**src/rtl/clock_set_ctrl.sv**
```systemverilog
// RUN/SET mode controller for the HH:MM:SS counter: 1 Hz tick, key-driven hour/minute edit and load.
// Optional alarm pulse compiled in when CLOCK_ALARM_EN is defined.
module clock_set_ctrl #(
  parameter int unsigned TICK_DIV = 50000000,
  parameter int unsigned PRE_W    = 26
) (
  input  logic       clk,
  input  logic       resetN,
  input  logic       startN,
  input  logic       modeN,
  input  logic       incN,
  input  logic [4:0] cur_hour,
  input  logic [5:0] cur_min,
  input  logic [5:0] cur_sec,
  input  logic [4:0] alarm_hour,
  input  logic [5:0] alarm_min,
  input  logic       alarm_on,
  output logic       tick_sec,
  output logic       load_en,
  output logic [4:0] load_hour,
  output logic [5:0] load_min,
  output logic [5:0] load_sec,
  output logic [1:0] set_field,
  output logic       blink,
  output logic       alarm
);

  typedef enum logic [2:0] {IDLE, RUN, SET_HOUR, SET_MIN, APPLY} state_t;

  localparam logic [PRE_W-1:0] PRE_LAST = PRE_W'(TICK_DIV - 1);

  state_t           state, nstate;
  logic [PRE_W-1:0] pre;
  logic [4:0]       edit_hour;
  logic [5:0]       edit_min;
  logic [2:0]       mode_sync, inc_sync;
  logic             mode_press, inc_press;
  logic             wrap, in_set, next_in_set;
  logic             blink_q;

  // Bits [1:0] synchronise the pin, bit 2 is the previous synchronised level.
  always_ff @(posedge clk or negedge resetN) begin
    if (!resetN) begin
      mode_sync <= '1;
      inc_sync  <= '1;
    end else begin
      mode_sync <= {mode_sync[1:0], modeN};
      inc_sync  <= {inc_sync[1:0], incN};
    end
  end

  assign mode_press  = mode_sync[2] & ~mode_sync[1];
  assign inc_press   = inc_sync[2] & ~inc_sync[1] & ~mode_press;
  assign wrap        = (pre == PRE_LAST);
  assign in_set      = (state == SET_HOUR) || (state == SET_MIN);
  assign next_in_set = (nstate == SET_HOUR) || (nstate == SET_MIN);

  always_ff @(posedge clk or negedge resetN) begin
    if (!resetN) state <= IDLE;
    else         state <= nstate;
  end

  always_comb begin
    nstate = state;
    case (state)
      IDLE:     if (!startN)   nstate = RUN;
      RUN:      if (mode_press) nstate = SET_HOUR;
      SET_HOUR: if (mode_press) nstate = SET_MIN;
      SET_MIN:  if (mode_press) nstate = APPLY;
      APPLY:    nstate = RUN;
      default:  nstate = IDLE;
    endcase
  end

  always_ff @(posedge clk or negedge resetN) begin
    if (!resetN)                             pre <= '0;
    else if (state == IDLE || state == APPLY) pre <= '0;
    else if (wrap)                           pre <= '0;
    else                                     pre <= pre + 1'b1;
  end

  always_ff @(posedge clk or negedge resetN) begin
    if (!resetN) begin
      edit_hour <= '0;
      edit_min  <= '0;
    end else begin
      if (state == RUN && mode_press) begin
        edit_hour <= cur_hour;
        edit_min  <= cur_min;
      end
      if (state == SET_HOUR && inc_press)
        edit_hour <= (edit_hour == 5'd23) ? 5'd0 : edit_hour + 5'd1;
      if (state == SET_MIN && inc_press)
        edit_min <= (edit_min == 6'd59) ? 6'd0 : edit_min + 6'd1;
    end
  end

  // Blink runs only while staying inside the SET states, so it starts at 0 on entry and is 0 in APPLY.
  always_ff @(posedge clk or negedge resetN) begin
    if (!resetN)                    blink_q <= 1'b0;
    else if (in_set && next_in_set) blink_q <= blink_q ^ wrap;
    else                            blink_q <= 1'b0;
  end

  always_comb begin
    tick_sec  = (state == RUN) && wrap;
    load_en   = (state == APPLY);
    load_hour = edit_hour;
    load_min  = edit_min;
    load_sec  = '0;
    blink     = blink_q;
    set_field = 2'b00;
    case (state)
      SET_HOUR: set_field = 2'b01;
      SET_MIN:  set_field = 2'b10;
      default:  set_field = 2'b00;
    endcase
  end

`ifdef CLOCK_ALARM_EN
  logic match, match_q;

  assign match = alarm_on && (cur_hour == alarm_hour) && (cur_min == alarm_min) && (cur_sec == 6'd0);

  // match_q tracks in every state, so a match already present on entry to RUN has no rising edge.
  always_ff @(posedge clk or negedge resetN) begin
    if (!resetN) match_q <= 1'b0;
    else         match_q <= match;
  end

  assign alarm = (state == RUN) && match && !match_q;
`else
  logic unused_alarm;
  assign unused_alarm = ^{alarm_hour, alarm_min, alarm_on, cur_sec};
  assign alarm        = 1'b0;
`endif

endmodule

```
**config.mk**
```make
export PLATFORM = sky130hd
export DESIGN_NAME = clock_set_ctrl
export DESIGN_NICKNAME = d
export VERILOG_FILES = /design/src/rtl/clock_set_ctrl.sv
export SDC_FILE = /design/constraint.sdc
export NUM_CORES = 1
export LEC_CHECK = 0
export ABC_AREA = 1
export CAP_MARGIN = 20
export CORE_AREA = 2 2 74 76
export DETAILED_ROUTE_END_ITERATION = 10
export DIE_AREA = 0 0 76 78
export PLACE_DENSITY = 0.88
export SYNTH_ARGS = -nofsm -noshare
export SYNTH_HDL_FRONTEND = slang
export SYNTH_SLANG_ARGS = --single-unit
```
**constraint.sdc**
```tcl
create_clock -name clk -period 3.4 [get_ports clk]
set_input_delay 0.85 -clock clk [delete_from_list [all_inputs] [get_ports clk]]
set_output_delay 0.85 -clock clk [all_outputs]
set_load 0.02 [all_outputs]
```
Yosys cells after proc, flatten, opt, wreduce, memory -nomap -nowiden
Index checks and enable logic that the tools add are counted.
{"block": "totals", "rom_bits": 0, "latch_bits": 0, "register_bits": 47, "ram_bits": 0, "output_inout_bits": 23, "memories": 0, "in_bits": 34, "elab_cells": 52}
{"block": "classes", "bitwise_logic": 7, "add_sub_neg": 3, "n_div": 0, "mul": 0, "order_cmp": 0, "shift": 0, "reduce_logical": 11, "muxes": 15, "eq_ne": 9}
{"cell": "$mux W26", "n": 2}
{"cell": "$add A26 B1 Y26 const B", "n": 1}
{"cell": "$eq A26 B26 Y1 const B", "n": 1}
{"cell": "$mux W6", "n": 3}
{"cell": "$mux W5", "n": 3}
{"cell": "$pmux W3 S5", "n": 1}
{"cell": "$eq A3 B2 Y1 const B", "n": 4}
{"cell": "$mux W3", "n": 4}
{"cell": "$add A6 B1 Y6 const B", "n": 1}
{"cell": "$eq A6 B6 Y1 const B", "n": 1}
{"cell": "$add A5 B1 Y5 const B", "n": 1}
{"cell": "$eq A5 B5 Y1 const B", "n": 1}
{"cell": "$logic_and A1 B1 Y1", "n": 5}
{"cell": "$pmux W2 S2", "n": 1}
{"cell": "$reduce_bool A2 Y1", "n": 2}
{"cell": "$and A1 B1 Y1", "n": 3}
{"cell": "$eq A3 B1 Y1 const B", "n": 1}
{"cell": "$eq A3 B3 Y1 const B", "n": 1}
{"cell": "$logic_not A3 Y1", "n": 1}
{"cell": "$logic_or A1 B1 Y1", "n": 3}
{"cell": "$not A1 Y1", "n": 3}
{"cell": "$mux W1", "n": 1}
{"cell": "$xor A1 B1 Y1", "n": 1}

Depth between registers and ports, before layout
{"block": "depth", "word_depth": 8, "ltp_mapped": 9, "mapped_depth_nobuf": 9}

Worst setup path before layout
OpenSTA, ideal clock, no wires.
{"block": "synth_path", "path_type": "reg2out", "start": "register pre[0]", "end": "output port tick_sec", "required_time_ps": 2550, "stages_incl_launch_ff": 6, "slack_ps": 1114, "arrival_ps": 1436, "path_buffers": 0, "cell_sequence": "dfrtp_1 > ha_1 > nand2_1 > nor2_2 > nand3_1 > nor3_1"}
{"block": "synth_via", "elab_chain_cells": 2}
{"element": "start: declaration", "line": "33", "rtl": "logic [PRE_W-1:0] pre;"}
{"element": "start signal: assignment", "line": "79", "rtl": "else pre <= pre + 1'b1;"}
{"element": "$eq A26 B26 Y1", "line": "54", "rtl": "assign wrap = (pre == PRE_LAST);"}
{"element": "$logic_and A1 B1 Y1", "line": "106", "rtl": "tick_sec = (state == RUN) && wrap;"}
{"element": "end: declaration", "line": "18", "rtl": "output logic tick_sec,"}
No other way between the ends.

Worst setup path after layout
Same ends and word-level chain as after synthesis.

==> summary.md <==
| Metric | Value |
|---|---|
| Total gr overflow | `0` |
| Share of cells above drive strength 1 | `12.5%` |
| Design Power | `1.94 mW` |
| Synth Area in Compound Gates | `4.54%` |
| Crit-path max FO | `5` |
| Detail Route Antenna Nets | `0` |
| Post-synthesis register bit count | `47` |
| Post-synthesis xor/xnor area fraction | `5.03%` |
| CP Cell Sequence | `ha_1, nand2_1, nor2_2, nand3_1, nor3_1, clkdlybuf4s50_1` |
| Worst EP required | `2.55 ns` |
| Min Clock Period, post-route | `about 3.1 ns` |
| Fin crit share | `90.5%` |
| Final hold violation count | `0` |
| Power Density | `approximately 590 nW/um^2` |
| Port bufs | `31` |
| Setup slack at placement | `0.660 ns` |
| TNS Setup | `0 ns` |
| Fmax | `0.325 GHz` |
| Clock-pin slew on the worst setup and hold paths | `~0.09 ns` |
| Final Skew | `0.00689 ns` |
| Drt wl/cell | `12.0 um` |
| Commonest cells after routing, fill and taps aside | `90 x nand2_1, 84 x nor2_1, 41 x dfrtp_1` |
| Internal power | `1.20 mW` |
| Netlist cell types | `30` |
| DP HPWL | `4400 um` |
| Yosys warns | `0` |
| Switching power | `0.736 mW` |
| Remaining routing DRC violations | `0` |
| Critical Path Sink Type | `primary output` |
| Core region area | `5040 um^2` |
| Area grow syn2layout | `18.0%` |
| Netlist Area Pre-Place | `2790 um^2` |
| Clock power share | `a little over a fifth` |
| FP Rows | `26` |
| RePlAce Congestion | `0.931` |
| Die width | `76 um` |
| Status | `finished clean` |
| N_diodes | `0` |
| Main combinational cell family by area after synthesis | `simple AND/OR/NAND/NOR gates` |
| Post-synthesis mux area share | `0%` |
| Worst EP arrival | `2.23 ns` |
| Reg2reg path depth | `8` |
| Initial antenna violation count | `0` |
| CTS root buf | `clkbuf_8` |
| Max Cap Viol | `0` |
| DRT Wirelength | `5810 um` |
| TritonCTS clock tree | `yes` |
| Slowest stage cell on the critical path | `clkdlybuf4s50_1` |
| Hold depth | `0` |
| Die area | `5930 um^2` |
| Setup WS post-layout | `between 0.3 and 0.4 ns` |
| Overall global routing resource usage | `21.7%` |
| Count of pins over their slew limit | `0` |
| Clock sinks | `between 40 and 50` |
| Post-DR vias/cell | `4.97` |
| Setup Viol. Count Final | `0` |
| Clk buf depth | `2` |
| Post-synthesis adder-cell area fraction | `roughly 1.3%` |
| Hold Buf Count CTS | `0` |
| Post-Synthesis Cells | `about 380` |
| Peak supply drop | `~440 uV` |
| Die Y | `78 um` |
| RSZ-0062 raised after global routing | `no` |
| Seq/Total Area, Yosys | `42.5%` |
| CP peak stage delay | `around 0.64 ns` |
| Comb power frac | `37.4%` |
| Area fraction in and, or, nand and nor cells after synthesis | `38.3%` |
| Flop pwr share | `between 40% and 50%` |
| Filler-free cell count of the finished design | `485` |
| Final #Nets | `~450` |
| Filler cells | `416` |
| Synth Area per Inst | `7.41 um^2` |
| Inst Count DP | `476` |
| Switching part of the total power | `between 30% and 40%` |
| IO Pins | `57` |
| Hold Path Class | `reg -> reg` |
| Routed vias | `2409` |
| Vias in the first global route | `2370` |
| Leakage | `1.47 nW` |
| DRT Pass-1 Iters | `4` |
| Final core utilization | `65.2%` |
| Largest net degree at the start of global routing | `48` |
| Most common cell after layout, fill and taps aside | `nand2_1` |
| Skew-Pair Late Insertion Delay | `0.30 ns` |
| Buffer count from post-CTS setup fixing | `0` |
| Setup CP Type | `reg -> out` |
| Effective utilization at floorplan | `55.3%` |
| Num CTS Buffers | `5` |
| H-tree depth | `2` |
| Startpoint Class | `flop` |
| First-pass GRT wire length | `10400 um` |
| Post-CTS Resized | `0` |
| Initial DRC Count | `121` |
[critical path, delay by kind of cell, from the launching register on]
family / cells / cell delay [ns]
buffers and inverters: 1 / 0.64
AND/OR/NAND/NOR: 4 / 0.63
adder cells (fa/ha/maj): 1 / 0.25
flip-flops: 1 / 0.39
[registers in the layout (all words and copies together) (netlist names)]
name,flops
pre,26
load_min,6
load_hour,5
inc_sync,3
mode_sync,3
state,3
blink,1
[kinds of logic (layout without fill, tap and decap cells)]
family | after synthesis | after routing
compound gates | 24 | 24
xor+xnor | 16 | 16
fa+ha+maj | 3 | 3
buf+inv | 52 | 85
flops | 47 | 47
other cells | 1 | 7
simple gates | 233 | 233
[final timing paths]
path | from | slack (ns) | to
worst max-delay path | pre[0] | 0.32 | tick_sec
worst min-delay path | inc_sync[0] | 0.36 | inc_sync[1]
worst max register to register | pre[0] | 1.84 | pre[5]
worst min register to register | inc_sync[0] | 0.36 | inc_sync[1]
max in group asynchronous | resetN | 2.46 | mode_sync[0]
min in group asynchronous | resetN | 0.41 | pre[24]
[power by group through the flow]
stage / sequential [mW] / clock (mW) / combinational (mW)
6_report: 0.792 / 0.421 / 0.725
4_1_cts: 0.792 / 0.431 / 0.731
3_3_place_gp: 0.797 / 0 / 0.707
2_1_floorplan: 0.859 / 0 / 0.402
3_5_place_dp: 0.804 / 0 / 0.725
5_1_grt: 0.813 / 0.458 / 0.816
[synthesized netlist by cell type, drive strengths merged]
cell / instances / area share (%)
nand3b: 2 / 0.54
buf: 8 / 2.1
or2: 2 / 0.45
dfstp: 6 / 5.7
dfrtp: 41 / 37
nor3: 2 / 0.36
ha: 3 / 1.3
o32ai: 1 / 0.31
xnor2: 9 / 2.8
nor3b: 1 / 0.27
a31oi: 1 / 0.22
nor2: 101 / 17
a21oi: 9 / 1.6
nand2: 98 / 14
conb: 1 / 0.13
nand4: 2 / 0.45
inv: 44 / 6.1
xor2: 7 / 2.2
nand3: 25 / 5.2
o22ai: 1 / 0.22
o21ai: 12 / 2.2
[layout make-up]
class | instances | area [um^2] | share of cell area [%]
well taps | 70 | 87.6 | 2.66
repair buffers | 33 | 333 | 10.1
clock inverters | 3 | 46.3 | 1.41
flip-flops and latches | 47 | 1180 | 36.0
inverters | 44 | 170 | 5.18
clock buffers | 5 | 68.8 | 2.09
multi-input cells | 283 | 1400 | 42.5
[stage by stage]
stage | area, um^2 | hold slack (ns)
floorplan | 2810 | 0.345
global placement | 3150 | 0.345
finish | 3290 | 0.365
CTS | 3270 | 0.365
detailed placement | 3150 | 0.348
global route | 3290 | 0.367
[routing by layer]
layer	part of all wire, %	global-route usage [%]
met1	45	27.0
met2	48	37.0
met3	4.5	5.00
met4	1.8	8.00
met5	0	0
Note: power is estimated with default switching activity, not from simulation.
